[src/rtl/phase_ctrl_pkg.sv]
// Shared types and default widths for the multi-channel phase sweep controller.
package phase_ctrl_pkg;

    localparam int unsigned DefNCh         = 4;
    localparam int unsigned DefPwmCntWidth = 24;
    localparam int unsigned DefStepWidth   = 16;
    localparam int unsigned DefCntWidth    = 8;
    localparam int unsigned ModeWidth      = 4;

    typedef enum logic [ModeWidth-1:0] {
        ModeOff      = 4'd0,
        ModeFull     = 4'd1,
        ModePingpong = 4'd2,
        ModeRamp     = 4'd3
    } phase_mode_t;

    typedef enum logic [1:0] {
        StIdle,
        StPrepare,
        StRun
    } phase_state_t;

endpackage

[src/rtl/phase_sweep_ch.sv]
// One phase sweep channel: start/stop FSM, PWM edge detect with skip, and the
// FULL / PINGPONG / RAMP phase stepping datapath.
module phase_sweep_ch
    import phase_ctrl_pkg::*;
#(
    parameter int unsigned PWM_CNT_WIDTH = DefPwmCntWidth,
    parameter int unsigned STEP_WIDTH    = DefStepWidth,
    parameter int unsigned CNT_WIDTH     = DefCntWidth
) (
    input  logic                     axi_clk,
    input  logic                     axi_rst,
    input  logic                     en_i,
    input  logic                     edge_sel_i,
    input  logic [ModeWidth-1:0]     mode_i,
    input  logic [CNT_WIDTH-1:0]     cnt_i,
    input  logic [CNT_WIDTH-1:0]     skip_cnt_i,
    input  logic [STEP_WIDTH-1:0]    step_i,
    input  logic [PWM_CNT_WIDTH-1:0] start_i,
    input  logic [PWM_CNT_WIDTH-1:0] lo_i,
    input  logic [PWM_CNT_WIDTH-1:0] hi_i,
    input  logic [PWM_CNT_WIDTH-1:0] period_i,
    input  logic                     pwm_sig_i,
    output logic                     ch_en_o,
    output logic [PWM_CNT_WIDTH-1:0] cur_phase_o,
    output logic                     done_o
);
    localparam int unsigned CW = PWM_CNT_WIDTH + 2;

    phase_state_t             state_q;
    logic                     en_d_q, pwm_d_q, dir_q, half_q, ch_en_q, done_q;
    logic [PWM_CNT_WIDTH-1:0] cur_q;
    logic [PWM_CNT_WIDTH:0]   dist_q;
    logic [CNT_WIDTH-1:0]     cnt_q, skip_q;

    logic signed [CW-1:0] cur_s, step_s, abs_s, lo_s, hi_s, p_s, per_s, dist_s;
    logic signed [CW-1:0] nxt_s, dist_nxt;
    logic                 nxt_dir, nxt_half, cnt_dec, ramp_end, rev;
    logic                 pwm_edge, mode_valid, term;
    logic                 unused_bits;

    assign cur_s  = $signed({2'b00, cur_q});
    assign step_s = $signed({{(CW-STEP_WIDTH){step_i[STEP_WIDTH-1]}}, step_i});
    assign abs_s  = step_s[CW-1] ? -step_s : step_s;
    assign lo_s   = $signed({2'b00, lo_i});
    assign hi_s   = $signed({2'b00, hi_i});
    assign p_s    = $signed({2'b00, period_i});
    assign per_s  = p_s + $signed(CW'(1));
    assign dist_s = $signed({1'b0, dist_q});

    assign pwm_edge   = edge_sel_i ? (pwm_sig_i & ~pwm_d_q) : (~pwm_sig_i & pwm_d_q);
    assign mode_valid = mode_i inside {ModeFull, ModePingpong, ModeRamp};
    assign term       = ramp_end | (cnt_dec & (cnt_q == CNT_WIDTH'(1)) & (cnt_i != '0));

    assign unused_bits = ^{nxt_s[CW-1 -: 2], dist_nxt[CW-1]};

    always_comb begin
        nxt_s    = cur_s;
        dist_nxt = dist_s;
        nxt_dir  = dir_q;
        nxt_half = half_q;
        cnt_dec  = 1'b0;
        ramp_end = 1'b0;
        rev      = 1'b0;
        case (mode_i)
            ModeFull: begin
                nxt_s = cur_s + step_s;
                if (nxt_s > p_s) begin
                    nxt_s = nxt_s - per_s;
                end else if (nxt_s[CW-1]) begin
                    nxt_s = nxt_s + per_s;
                end
                // Travelled distance counts whole periods independent of direction.
                dist_nxt = dist_s + abs_s;
                if (dist_nxt >= per_s) begin
                    dist_nxt = dist_nxt - per_s;
                    cnt_dec  = 1'b1;
                end
            end
            ModePingpong: begin
                if (dir_q) begin
                    nxt_s = cur_s - abs_s;
                    if (nxt_s <= lo_s) begin
                        nxt_s = lo_s;
                        rev   = 1'b1;
                    end
                end else begin
                    nxt_s = cur_s + abs_s;
                    if (nxt_s >= hi_s) begin
                        nxt_s = hi_s;
                        rev   = 1'b1;
                    end
                end
                if (rev) begin
                    nxt_dir  = ~dir_q;
                    nxt_half = ~half_q;
                    cnt_dec  = half_q;
                end
            end
            ModeRamp: begin
                if (cur_s <= hi_s) begin
                    nxt_s = cur_s + abs_s;
                    if (nxt_s >= hi_s) begin
                        nxt_s    = hi_s;
                        ramp_end = 1'b1;
                    end
                end else begin
                    nxt_s = cur_s - abs_s;
                    if (nxt_s <= hi_s) begin
                        nxt_s    = hi_s;
                        ramp_end = 1'b1;
                    end
                end
            end
            default: ;
        endcase
    end

    always_ff @(posedge axi_clk) begin
        if (axi_rst) begin
            state_q <= StIdle;
            en_d_q  <= 1'b0;
            pwm_d_q <= 1'b0;
            dir_q   <= 1'b0;
            half_q  <= 1'b0;
            ch_en_q <= 1'b0;
            done_q  <= 1'b0;
            cur_q   <= '0;
            dist_q  <= '0;
            cnt_q   <= '0;
            skip_q  <= '0;
        end else begin
            en_d_q  <= en_i;
            pwm_d_q <= pwm_sig_i;
            done_q  <= 1'b0;
            case (state_q)
                StIdle: begin
                    if (en_i && !en_d_q && (mode_i != ModeOff)) begin
                        cur_q   <= start_i;
                        cnt_q   <= cnt_i;
                        skip_q  <= skip_cnt_i;
                        dist_q  <= '0;
                        dir_q   <= step_i[STEP_WIDTH-1];
                        half_q  <= 1'b0;
                        ch_en_q <= 1'b1;
                        state_q <= StPrepare;
                    end
                end
                StPrepare: begin
                    if (en_i && mode_valid) begin
                        state_q <= StRun;
                    end else begin
                        state_q <= StIdle;
                        ch_en_q <= 1'b0;
                        done_q  <= 1'b1;
                    end
                end
                StRun: begin
                    // Disable beats a coincident PWM edge: no step is taken.
                    if (!en_i) begin
                        state_q <= StIdle;
                        ch_en_q <= 1'b0;
                        done_q  <= 1'b1;
                    end else if (pwm_edge) begin
                        if (skip_q == '0) begin
                            skip_q <= skip_cnt_i;
                            cur_q  <= nxt_s[PWM_CNT_WIDTH-1:0];
                            dist_q <= dist_nxt[PWM_CNT_WIDTH:0];
                            dir_q  <= nxt_dir;
                            half_q <= nxt_half;
                            if (cnt_dec && (cnt_q != '0)) begin
                                cnt_q <= cnt_q - CNT_WIDTH'(1);
                            end
                            if (term) begin
                                state_q <= StIdle;
                                ch_en_q <= 1'b0;
                                done_q  <= 1'b1;
                            end
                        end else begin
                            skip_q <= skip_q - CNT_WIDTH'(1);
                        end
                    end
                end
                default: state_q <= StIdle;
            endcase
        end
    end

    assign ch_en_o     = ch_en_q;
    assign cur_phase_o = cur_q;
    assign done_o      = done_q;

endmodule

[src/rtl/phase_sweep_ctrl.sv]
// Multi-channel phase sweep controller: N_CH independent phase_sweep_ch
// instances sharing a global engine enable.
module phase_sweep_ctrl
    import phase_ctrl_pkg::*;
#(
    parameter int unsigned N_CH          = DefNCh,
    parameter int unsigned PWM_CNT_WIDTH = DefPwmCntWidth,
    parameter int unsigned STEP_WIDTH    = DefStepWidth,
    parameter int unsigned CNT_WIDTH     = DefCntWidth
) (
    input  logic                     axi_clk,
    input  logic                     axi_rst,
    input  logic                     phase_ctrl_en_i,
    input  logic                     phase_ch_en_i     [N_CH],
    input  logic                     phase_edge_i      [N_CH],
    input  logic [ModeWidth-1:0]     phase_mode_i      [N_CH],
    input  logic [CNT_WIDTH-1:0]     phase_cnt_i       [N_CH],
    input  logic [CNT_WIDTH-1:0]     phase_skip_cnt_i  [N_CH],
    input  logic [STEP_WIDTH-1:0]    phase_step_i      [N_CH],
    input  logic [PWM_CNT_WIDTH-1:0] phase_start_i     [N_CH],
    input  logic [PWM_CNT_WIDTH-1:0] phase_lo_i        [N_CH],
    input  logic [PWM_CNT_WIDTH-1:0] phase_hi_i        [N_CH],
    input  logic [PWM_CNT_WIDTH-1:0] pwm_period_i      [N_CH],
    input  logic                     pwm_sig_i         [N_CH],
    output logic                     phase_ch_en_o     [N_CH],
    output logic [PWM_CNT_WIDTH-1:0] phase_cur_phase_o [N_CH],
    output logic                     phase_done_o      [N_CH]
);
    for (genvar g = 0; g < N_CH; g++) begin : g_ch
        phase_sweep_ch #(
            .PWM_CNT_WIDTH (PWM_CNT_WIDTH),
            .STEP_WIDTH    (STEP_WIDTH),
            .CNT_WIDTH     (CNT_WIDTH)
        ) u_ch (
            .axi_clk     (axi_clk),
            .axi_rst     (axi_rst),
            .en_i        (phase_ctrl_en_i & phase_ch_en_i[g]),
            .edge_sel_i  (phase_edge_i[g]),
            .mode_i      (phase_mode_i[g]),
            .cnt_i       (phase_cnt_i[g]),
            .skip_cnt_i  (phase_skip_cnt_i[g]),
            .step_i      (phase_step_i[g]),
            .start_i     (phase_start_i[g]),
            .lo_i        (phase_lo_i[g]),
            .hi_i        (phase_hi_i[g]),
            .period_i    (pwm_period_i[g]),
            .pwm_sig_i   (pwm_sig_i[g]),
            .ch_en_o     (phase_ch_en_o[g]),
            .cur_phase_o (phase_cur_phase_o[g]),
            .done_o      (phase_done_o[g])
        );
    end

endmodule

[config.mk]
export PLATFORM = sky130hd
export DESIGN_NAME = phase_sweep_ctrl
export DESIGN_NICKNAME = d
export VERILOG_FILES = /design/src/rtl/phase_ctrl_pkg.sv /design/src/rtl/phase_sweep_ch.sv /design/src/rtl/phase_sweep_ctrl.sv
export SDC_FILE = /design/constraint.sdc
export NUM_CORES = 2
export LEC_CHECK = 0
export ABC_AREA = 1
export ABC_CLOCK_PERIOD_IN_PS = 11700
export CORE_ASPECT_RATIO = 0.9
export CORE_MARGIN = 2
export CORE_UTILIZATION = 45
export CTS_BUF_LIST = sky130_fd_sc_hd__clkbuf_8
export CTS_CLUSTER_DIAMETER = 150
export DETAILED_ROUTE_END_ITERATION = 6
export SYNTH_ARGS = -nofsm -noshare
export SYNTH_HDL_FRONTEND = slang
export SYNTH_SLANG_ARGS = --single-unit
[constraint.sdc]
create_clock -name axi_clk -period 11.7 [get_ports axi_clk]
set_input_delay 2.34 -clock axi_clk [delete_from_list [all_inputs] [get_ports axi_clk]]
set_output_delay 2.34 -clock axi_clk [all_outputs]
set_load 0.02 [all_outputs]
==> flow_summary_export.csv <==
group,metric,value,unit
place,gp_congestion,1.02,
pwr,intPower,9530,µW
sta,hold_slack,467,ps
grt,grt_overflow_total,0,
job,cap_violations,0,
floorplan,num_rows,142,
grt,grt_antenna_before_repair,41,
floorplan,fp.dieH,392,µm
drt,first_iter_violations,9161,
finish,final_cell_mix,"nand2_1, inv_1, a21oi_1",
clock_network,clock_latency,820,ps
drt,dr.pass1.iters,7,
grt,grt_pass1_vias,82600,
sta,setup_viol,0,
setup_path,crit_arrival,9740,ps
yosys,yosysUniqueCellTypes,78,
setup_path,critPathSlowestCell,"inv_1",
yosys,synth_top_family_by_area,"simple AND/OR/NAND/NOR gates",
sta,skew,44.3,ps
clock_network,cts_htree_levels,3,
clock_network,cts_tree,"yes",
floorplan,pin_count,647,
worst_hold_path,hp-class,"reg -> reg",
pwr,p_per_area,318,mW/mm²
sta,worstMarginPinSlew,1390,ps
yosys,post_synth_fa_ha_maj_area_fraction,20.6,%
drt,avgRoutedWirePerCell,22.3,µm
sta,period_minus_slack,9080,ps
grt,grt_usage,38.5,%
setup_path,slowest_delay,1050,ps
sta,grt_setup_unrepaired,"false",
yosys,yosysSeqAreaShare,7.77,%
pwr,power_leakage,0.0430,µW
clock_network,clockRootBuffer,"clkbuf_8",
run_status,violations,"design-rule violations",
drt,ant_nets,0,
finish,final_common_cell,"nand2_1",
yosys,netlist_area,0.0752,mm²
setup_path,crit_fanout,39,
pwr,switching_power,17500,µW
yosys,synth_edf_count,0,
clock_network,cts.sink_count,292,
sta,maxSlewHeadroom,7.11,%
floorplan,initial_core_util,45.2,%
setup_path,start_kind,"primary input",
yosys,synthMuxAreaShare,0.0665,%
drt,routed_wirelength,344000,µm
setup_path,crit_buf_inv,3,
finish,multi_input_area,0.0615,mm²
clock_network,cts.path.max_buffers,3,
yosys,ys_ff_latch,292,
pwr,p_clk_share,5.5,%
yosys,async_reset_ff_share,0,%
pwr,swShare,64.8,%
finish,syn2layout_area_growth,13.2,%
yosys,synthXorXnorAreaFrac,8.02,%
clock_network,cts_made_buffers,70,
sta,finalCritPeriodShare,77.6,%
yosys,synth-compound-area-share,19.4,%
sta,fin_tns_setup,0,ps
floorplan,die-area,0.171,mm²
setup_path,crit_family,"simple AND/OR/NAND/NOR gates",
clock_network,post_cts_resized,0,
floorplan,die_width,435,µm
run_status,status,"finished, violations left",
finish,layout-drive-gt1-share,3.27,%
yosys,yosys_warnings,0,
grt,grt_max_degree,68,
yosys,synth-simple-area-share,32.9,%
drt,drc_errors,8,
floorplan,core_area,0.166,mm²
sta,fmax,110,MHz
finish,regArea,0.00585,mm²
place,dp_hpwl,287000,µm
finish,nNetsFinal,14900,
pwr,p_comb_share,87.4,%
setup_path,crit_path_end_kind,"flop",
drt,viasPerCell,5.79,
clock_network,postCtsSetupRepairBufs,0,
finish,fillers,17600,
drt,vias,89600,
setup_path,required,12360,ps
clock_network,path_clk_slew,60,ps
place,portBuffers,646,
pwr,irDropWorstVdd,0.200,mV
sta,hold_violations,0,
grt,grt_pass1_wl,510000,µm
setup_path,crit_type,"in -> reg",
yosys,synth_ff_type,"dfxtp_1",
pwr,seq_power_share,7.2,%
sta,final_max_slew_viol_count,0,
yosys,postSynthAreaPerCell,5.94,µm²
clock_network,postCtsHoldBufs,0,
yosys,synthCells,12700,
[Yosys cell counts, drive strengths merged (39+ instances only)]
cell type	number	area (µm²)
a21boi	39	308
a21o	62	465
ha	1196	15000
xor2	571	5000
nand3b	45	338
o21bai	90	679
nor4	81	507
a211oi	48	370
o21ai	674	3400
o211ai	198	1510
dfxtp	292	5850
a21oi	1295	6540
buf	205	1300
xnor2	118	1030
nor3	166	877
nand3	1097	5640
a31oi	62	418
nand2	3013	11400
inv	1661	6240
clkbuf	207	778
nor2	1136	4420
nand4	197	1240
[power groups by stage]
| stage | registers, µW | logic, µW | clock network [µW] |
|---|---|---|---|
| detailed placement | 1930 | 22800 | 0 |
| CTS | 1920 | 22900 | 1500 |
| global route | 1960 | 25900 | 1540 |
| finish | 1950 | 23600 | 1480 |
| floorplan | 1840 | 15800 | 0 |
| global placement | 1930 | 22600 | 0 |
[flip-flops by register name, summed over array words and instances, names as in the netlist]
register	cells
g_ch.u_ch.ch_en_o	4
g_ch.u_ch.cnt_q	32
g_ch.u_ch.dist_q	100
g_ch.u_ch.pwm_d_q	4
g_ch.u_ch.half_q	4
g_ch.u_ch.state_q	8
g_ch.u_ch.en_d_q	4
g_ch.u_ch.done_o	4
g_ch.u_ch.dir_q	4
g_ch.u_ch.cur_phase_o	96
g_ch.u_ch.skip_q	32
[worst min-delay path, delay by kind of cell, from the launching register on]
kind             cells  cell delay (ps)
AND/OR/NAND/NOR      1               60
AO/OA/AOI/OAI        1               50
flip-flops           1              310
[per-stage QoR]
step / setup WS, ps / total power [µW] / cell area, µm² / utilization (%) / std cells
final: 2620 / 27100 / 85200 / 51.2 / 15500
after global routing: 1860 / 29400 / 85200 / 51.2 / 15500
after CTS: 2740 / 26400 / 85100 / 51.2 / 15400
after detailed placement: 1920 / 24800 / 83500 / 50.2 / 15300
after global placement: 2090 / 24500 / 83500 / 50.2 / 15300
after floorplan: 4630 / 17700 / 75600 / - / 12800
[cell type report]
type,count,share of cell area [%]
Sequential cell,292,6.86
Clock buffer,89,1.44
Antenna cell,35,0.103
Clock inverter,37,0.383
Timing Repair Buffer,732,8.36
Inverter,1673,7.38
Tap cell,2232,3.28
Multi-Input combinational cell,10400,72.2
[final timing paths]
path                                                     end  cells past startpoint                         start  slack, ps
worst max-delay path                  g_ch[2].u_ch.dist_q[8]                     30              phase_step_i[18]       2620
worst max register to register  g_ch[3].u_ch.cur_phase_o[21]                     23  g_ch[3].u_ch.cur_phase_o[12]       5030
worst min register to register       g_ch[2].u_ch.dist_q[22]                      2       g_ch[2].u_ch.dist_q[22]        470
worst min-delay path                 g_ch[2].u_ch.dist_q[22]                      2       g_ch[2].u_ch.dist_q[22]        470
[metal layers]
metal	share of wire, %	vias up	routed length (µm)	GRT usage (%)
met4	5.6	8	19200	19.4
met1	43	41600	149000	51.0
li1	-	43200	-	-
met2	43	4093	147000	59.9
met3	8.5	719	29200	6.58
met5	0.043	-	149	0.453
[cell families after synthesis]
kind of cell,Yosys count
simple gates,5782
buf+inv,2085
other cells,2
fa+ha+maj,1224
compound gates,2583
xor+xnor,689
flops,292
mux,5
Note: power is estimated with default switching activity, not from simulation.
